[config.mk]
export PLATFORM = sky130hd
export DESIGN_NAME = beat_sequencer
export DESIGN_NICKNAME = d
export VERILOG_FILES = /design/src/rtl/bnw_game_pkg.sv /design/src/rtl/beat_sync.sv /design/src/rtl/beat_sequencer.sv
export SDC_FILE = /design/constraint.sdc
export NUM_CORES = 1
export LEC_CHECK = 0
export CORE_ASPECT_RATIO = 2
export CORE_UTILIZATION = 55
export DETAILED_ROUTE_END_ITERATION = 10
export PLACE_DENSITY = 0.87
export SLEW_MARGIN = 20
export SYNTH_ARGS = -nofsm -noshare
export SYNTH_HDL_FRONTEND = slang
export SYNTH_SLANG_ARGS = --single-unit
[constraint.sdc]
create_clock -name clk -period 2.79 [get_ports clk]
set_input_delay 0.558 -clock clk [delete_from_list [all_inputs] [get_ports clk]]
set_output_delay 0.558 -clock clk [all_outputs]
set_load 0.02 [all_outputs]
[src/rtl/bnw_game_pkg.sv]
// Shared types and widths for the beat game flow controller.
package bnw_game_pkg;

  localparam int unsigned BEAT_W = 7;

  typedef enum logic [2:0] {
    StIdle      = 3'd0,
    StCountdown = 3'd1,
    StPlay      = 3'd2,
    StPause     = 3'd3,
    StDone      = 3'd4
  } state_t;

endpackage

[src/rtl/beat_sync.sv]
// Brings the beat counter into the clk domain, filters unstable samples and flags a
// LAST_BEAT -> 0 transition of the accepted value as a one-cycle wrap pulse.
module beat_sync
  import bnw_game_pkg::*;
#(
  parameter logic [BEAT_W-1:0] LAST_BEAT = 7'd96
) (
  input  logic              clk,
  input  logic              rst_n,
  input  logic [BEAT_W-1:0] beat_cnt,
  input  logic              clr,
  output logic              beat_wrap
);

  logic [BEAT_W-1:0] r_sync1;
  logic [BEAT_W-1:0] r_sync2;
  logic [BEAT_W-1:0] r_prev;
  logic [BEAT_W-1:0] r_acc;
  logic              r_wrap;
  logic              w_accept;

  // Bits may cross on different edges; only a value seen twice in a row is trusted.
  assign w_accept = (r_sync2 == r_prev);

  always_ff @(posedge clk or negedge rst_n) begin
    if (!rst_n) begin
      r_sync1 <= '0;
      r_sync2 <= '0;
      r_prev  <= '0;
      r_acc   <= '0;
      r_wrap  <= 1'b0;
    end else begin
      r_sync1 <= beat_cnt;
      r_sync2 <= r_sync1;
      r_prev  <= r_sync2;
      if (clr) begin
        r_acc  <= '0;
        r_wrap <= 1'b0;
      end else begin
        r_wrap <= w_accept && (r_acc == LAST_BEAT) && (r_sync2 == '0);
        if (w_accept) begin
          r_acc <= r_sync2;
        end
      end
    end
  end

  assign beat_wrap = r_wrap;

endmodule

[src/rtl/beat_sequencer.sv]
// Game-flow controller: countdown, play/pause, loop counting and song-end detection,
// driving stop/restart of the beat counter from one-pulse player buttons.
module beat_sequencer
  import bnw_game_pkg::*;
#(
  parameter logic [BEAT_W-1:0] LAST_BEAT = 7'd96,
  parameter int unsigned       CD_STEPS  = 3,
  parameter int unsigned       CD_TICKS  = 50_000_000,
  parameter int unsigned       LOOPS     = 1,
  parameter int unsigned       RST_HOLD  = 4
) (
  input  logic              clk,
  input  logic              rst_n,
  input  logic              btn_start,
  input  logic              btn_pause,
  input  logic              btn_reset,
  input  logic [BEAT_W-1:0] beat_cnt,
  output logic              stop,
  output logic              restart,
  output logic [2:0]        state,
  output logic [1:0]        countdown,
  output logic              song_done,
  output logic [3:0]        loop_cnt
);

  localparam int unsigned PRE_W  = (CD_TICKS > 1) ? $clog2(CD_TICKS) : 1;
  localparam int unsigned HOLD_W = $clog2(RST_HOLD + 1);

  state_t              r_state, w_state_d;
  logic [PRE_W-1:0]    r_pre, w_pre_d;
  logic [HOLD_W-1:0]   r_hold, w_hold_d;
  logic [1:0]          r_countdown, w_cd_d;
  logic [3:0]          r_loop, w_loop_d, w_loop_inc;
  logic                r_stop, r_restart, r_song_done;
  logic                w_start, w_pause, w_tick, w_rst_req, w_wrap;

  beat_sync #(
    .LAST_BEAT(LAST_BEAT)
  ) u_beat_sync (
    .clk      (clk),
    .rst_n    (rst_n),
    .beat_cnt (beat_cnt),
    .clr      (r_restart),
    .beat_wrap(w_wrap)
  );

  // Priority: reset > pause > start; dropped pulses are simply masked.
  assign w_pause    = btn_pause & ~btn_reset;
  assign w_start    = btn_start & ~btn_pause & ~btn_reset;
  assign w_tick     = (r_pre == PRE_W'(CD_TICKS - 1));
  assign w_loop_inc = r_loop + 4'd1;

  always_comb begin
    w_state_d = r_state;
    w_pre_d   = r_pre;
    w_cd_d    = r_countdown;
    w_loop_d  = r_loop;
    w_rst_req = 1'b0;
    if (btn_reset) begin
      w_state_d = StIdle;
      w_pre_d   = '0;
      w_cd_d    = 2'd0;
      w_loop_d  = 4'd0;
      w_rst_req = 1'b1;
    end else begin
      unique case (r_state)
        StIdle, StDone: begin
          if (w_start) begin
            w_state_d = StCountdown;
            w_pre_d   = '0;
            w_cd_d    = 2'(CD_STEPS);
            w_loop_d  = 4'd0;
            w_rst_req = 1'b1;
          end
        end
        StCountdown: begin
          if (w_tick) begin
            w_pre_d = '0;
            if (r_countdown == 2'd1) begin
              w_state_d = StPlay;
              w_cd_d    = 2'd0;
            end else begin
              w_cd_d = r_countdown - 2'd1;
            end
          end else begin
            w_pre_d = r_pre + PRE_W'(1);
          end
        end
        StPlay: begin
          // A wrap coinciding with pause is counted first; completing the run wins.
          if (w_wrap) begin
            w_loop_d = w_loop_inc;
          end
          if (w_wrap && (w_loop_inc == 4'(LOOPS))) begin
            w_state_d = StDone;
          end else if (w_pause) begin
            w_state_d = StPause;
          end
        end
        StPause: begin
          if (w_pause) begin
            w_state_d = StPlay;
          end
        end
        default: w_state_d = StIdle;
      endcase
    end
  end

  always_comb begin
    w_hold_d = r_hold;
    if (w_rst_req) begin
      w_hold_d = HOLD_W'(RST_HOLD);
    end else if (r_hold != '0) begin
      w_hold_d = r_hold - HOLD_W'(1);
    end
  end

  always_ff @(posedge clk or negedge rst_n) begin
    if (!rst_n) begin
      r_state     <= StIdle;
      r_pre       <= '0;
      r_hold      <= '0;
      r_countdown <= 2'd0;
      r_loop      <= 4'd0;
      r_stop      <= 1'b1;
      r_restart   <= 1'b0;
      r_song_done <= 1'b0;
    end else begin
      r_state     <= w_state_d;
      r_pre       <= w_pre_d;
      r_hold      <= w_hold_d;
      r_countdown <= w_cd_d;
      r_loop      <= w_loop_d;
      r_stop      <= (w_state_d != StPlay);
      r_restart   <= (w_hold_d != '0);
      r_song_done <= (w_state_d == StDone);
    end
  end

  assign stop      = r_stop;
  assign restart   = r_restart;
  assign state     = r_state;
  assign countdown = r_countdown;
  assign song_done = r_song_done;
  assign loop_cnt  = r_loop;

endmodule
### After elaboration in Yosys (flattened, before gate mapping)

Cells that the tools add are included.
W data, S select, Z words.

* flip-flop bits (word level): 70

* bitwise operators: 5
* reductions and logical operators: 14
* eq/ne operators: 14
* mux-type cells: 29
* $add $sub $neg: 4

Operators with widths (count)
* $mux W26: 3
* $pmux W26 S2: 1
* $mux W3: 9
* $add A26 B1 Y26 const B: 1
* $eq A26 B26 Y1 const B: 1
* $mux W7: 2
* $mux W4: 3
* $pmux W3 S4: 1
* $reduce_bool A3 Y1: 4
* $mux W2: 4
* $pmux W4 S2: 1
* $eq A7 B7 Y1: 1
* $eq A7 B7 Y1 const B: 1
* $logic_not A7 Y1: 1
* $eq A3 B2 Y1 const B: 2
* $eq A3 B3 Y1 const B: 2
* $ne A3 B2 Y1 const B: 2
* $ne A3 B3 Y1 const B: 2
* $reduce_and A3 Y1: 2
* $add A4 B1 Y4 const B: 1
* $eq A4 B1 Y1 const B: 1
* $mux W1: 4
* $pmux W2 S2: 1
* $and A1 B1 Y1: 3
* other kinds (10): 13

### Longest topological paths before layout

* depth after elaboration: 8
* depth in mapped cells: 8
* depth with buffers taken out: 7

### Hierarchy

From an unflattened synthesis, not the netlist that was laid out.

* cells, all modules: 324
* area, all modules: 3404.5 µm²

By module, submodules not included
* beat_sequencer: seq. area each 1027.2 µm², times used 1, area an instance 2389.8 µm², cells each 259
* beat_sync: seq. area each 725.7 µm², times used 1, area an instance 1014.7 µm², cells each 65

### Worst setup path before layout

No wires, ideal clock.

* path type: register to register
* from: register r_state[1], in the netlist state[1]
* to: register r_pre[25]
* path buffers: 1
* arrival: 1.827 ns
* slack: 0.842 ns
* clock period less this slack: 1.948 ns
* cell stages (with the launch flop): 7
* cell sequence: dfrtp_1 -> buf_2 -> nor4b_4 -> o311ai_2 -> nor4_1 -> xnor2_1 -> nor2_1

* longest elaborated chain between the ends: 4
* elaborated cells between the ends (all ways): 9

Ends and longest elaborated chain
* start, declared: RTL line beat_sequencer.sv:29 `state_t r_state, w_state_d;`
* start signal, assigned: RTL line beat_sequencer.sv:121 `r_state <= StIdle;`
* start signal, assigned: RTL line beat_sequencer.sv:130 `r_state <= w_state_d;`
* $eq A3 B3 Y1 / $logic_not A3 Y1 (equally long branches): RTL line beat_sequencer.sv:66 `unique case (r_state)`
* $reduce_or A2 Y1: RTL line beat_sequencer.sv:66
* $pmux W26 S2 (tied with other cells): RTL line beat_sequencer.sv:66
* $mux W26 / $reduce_and A2 Y1 (equally long branches)
* end signal, assigned: RTL line beat_sequencer.sv:131 `r_pre <= w_pre_d;`
* end, declared: RTL line beat_sequencer.sv:30 `logic [PRE_W-1:0] r_pre, w_pre_d;`

Several ways; a longest one is shown, not always the timed one.
A chain may end at the register's enable or synchronous reset.

### Worst setup path after layout

* from: input btn_pause
* to: register r_pre[24]

* longest elaborated chain between the ends: 5

Ends and longest elaborated chain
* start, declared: RTL line beat_sequencer.sv:15 `input logic btn_pause,`
* $not A1 Y1: RTL line beat_sequencer.sv:49 `assign w_start = btn_start & ~btn_pause & ~btn_reset;`
* $and A1 B1 Y1 (2 in a row): RTL line beat_sequencer.sv:49
* $ne A3 B3 Y1 (no line)
* $reduce_and A2 Y1 (no line)

No other way between the ends.

==> metrics.cfg <==
[worst_setup_path]
path_cells=clkdlybuf4s50_1 -> nor4b_4 -> o311ai_1 -> nor4_1 -> xnor2_1 -> nor2_1
reg2reg_depth=6
critical_path_class=input pin to register
cp_num_buf_inv=1
endpoint_kind=register
rr_endpoint=r_pre[10]
crit_start=btn_pause
crit_fanout=8
cp.depth=6
max_stage_delay_ps=520
critPathLaunchType=input pin
crit_required_ps=3000
crit_family=simple AND/OR/NAND/NOR gates
crit_slowest_cell=clkdlybuf4s50_1
critPathArrivalTime_ps=2490
rrSetupSlack_ps=680
r2r_start=r_pre[7]

[global_route]
grt_usage=0.244
met3_usage=0.0642
grt_pass1_vias=2562
grt_pass1_wl_um=11600
busiest_layer=met2
grt_start_max_net_pins=32
grt-ovfl-total=0
grtUsageMet1=0.250
antenna_found_initial=0
met2_usage=0.417

[placement]
post-dp-hpwl_um=4700
io_buffers=23
dp_slack_ps=196
place_congestion=0.963

[pwr]
powerDensity_nw_per_um2=603
p_total_uw=2340
vdd_drop_max_mv=0.633
p_leak_uw=0.00167

[clocking]
ctsHtreeMaxLevel=3
cts_inserted_buffers=9
holdBufCountCts=0
clk_path_buf_depth=2
post_cts_buffers=0
cts.clk_slew.worst_paths_ps=60
clk_latency_ps=330
cts.sinks=70
cts_resized=0
cts_tree=yes
root_buffer=clkbuf_16

[timing]
final.setup.worst_slack_ps=514
hold_violations=0
finalSetupTns_ps=0
rsz0062_at_grt=no
relSlewSlack=0.533
drv_slew=0
finClkSkew_ps=7.32
final.min_clock_period_ps=2280
worst_pin_slew_ps=701
post-route-period-util=0.816
setup_violations=0
fmax_mhz=439

[job]
drv_cap=0

[detailed_routing]
drt_iter0_markers=125
vias_per_cell=6.08
drt_pass1_iterations=4
vias=2463
ant_nets=0
wire_per_inst_um=16.4
drc=0
wl_um=6660

[layout]
area.growth.synth_to_final_pct=18.0
design.final.nets=358
antenna_cells=0
drive_gt1_frac=0.113

[synth]
yosys.area.top_type=dfrtp_1
yosysSeqAreaShare=0.534
synth_edf_count=0
synth_area_per_cell_um2=10.6
ys_types=51
ys_seq_elements=70
synthTopCellsByArea=dfrtp_1 (53%), xnor2_1 (4.3%), nor2_1 (3.9%)
ys_top_cells_by_count=dfrtp_1 (69), nor2_1 (34), nand2_1 (18)
synthFlopType=dfrtp_1
async_flop_share=1.00
yosysMostFrequentCell=dfrtp_1
ys_warn_count=0
synth_top_area_share=0.526
synthCells=309
syn_nets=328
synth_area_um2=3280

[outcome]
outcome=completed

[die]
placement_rows=39
io-pin-count=24
die_h_um=111
die_w_um=56.6
die_area_um2=6300
start_util=0.575
core_area_um2=5710

[min_path]
min_path_type=input pin to asynchronous set/reset pin

through the flow:
step,std cells,area [µm²],utilization,hold slack [ps]
final,405,3870,0.678,275
after global routing,405,3870,0.678,324
after CTS,405,3870,0.678,280
after detailed placement,389,3600,0.630,336
after global placement,389,3600,0.630,333
after floorplan,309,3280,-,262
layout make-up:
class / count / area [µm²]
Clock buffer: 10 / 229
Clock inverter: 6 / 45.0
Fill cell: 417 / 1840
Inverter: 11 / 41.3
Multi-Input combinational cell: 218 / 1440
Sequential cell: 70 / 1750
Tap cell: 61 / 76.3
Timing Repair Buffer: 29 / 283
cell families after synthesis:
logic type / Yosys count / share of synthesized area
compound gates: 45 / 0.0915
xor+xnor: 24 / 0.0641
fa+ha+maj: 7 / 0.0267
buf+inv: 21 / 0.0256
flops: 70 / 0.534
mux: 11 / 0.0351
simple gates: 131 / 0.223
worst max path at each step:
stage	end	slack (ps)
6_report	r_pre[24]	510
5_1_grt	r_pre[24]	340
4_1_cts	r_pre[24]	550
3_5_place_dp	r_pre[24]	200
3_3_place_gp	r_pre[25]	290
2_1_floorplan	r_pre[25]	840
placed cells by master (no fill, tap or decap), drive strengths merged, types with 4 or more instances in the layout:
master and count:
nor3 11, mux2i 7, nand4 9, and3 6
mux2 4, clkinv 4, and4 4, nor4 10
nand2b 6, or3 4, nor2 35, nand3 9
ha 7, and2 5, dfrtp 69, inv 13
clkbuf 10, xor2 8, clkdlybuf4s50 22, nor3b 4
buf 7, a21oi 15, o21ai 8, nand2 18
xnor2 16
power breakdown:
part	internal, µW	switching (µW)	leakage, µW
clock network	607	426	0.000137
logic	96.0	121	0.000626
registers	1050	34.1	0.000910
total	1750	581	0.00167
state kept, by name, summed over array words and instances, names as in the netlist:
signal	cells
r_pre	26
u_beat_sync.r_acc	7
u_beat_sync.r_prev	7
u_beat_sync.r_sync1	7
u_beat_sync.r_sync2	7
loop_cnt	4
r_hold	3
state	3
countdown	2
restart	1
song_done	1
stop	1
u_beat_sync.beat_wrap	1
routing by layer:
| metal | routed length, µm | up-vias | part of all wire |
|---|---|---|---|
| met4 | 289 | 0 | 0.043 |
| met1 | 2380 | 1214 | 0.36 |
| met2 | 3810 | 66 | 0.57 |
| met3 | 180 | 21 | 0.027 |
| met5 | 0 | - | 0 |
| li1 | - | 1162 | - |
No activity file was read; power rests on OpenSTA's default activity.
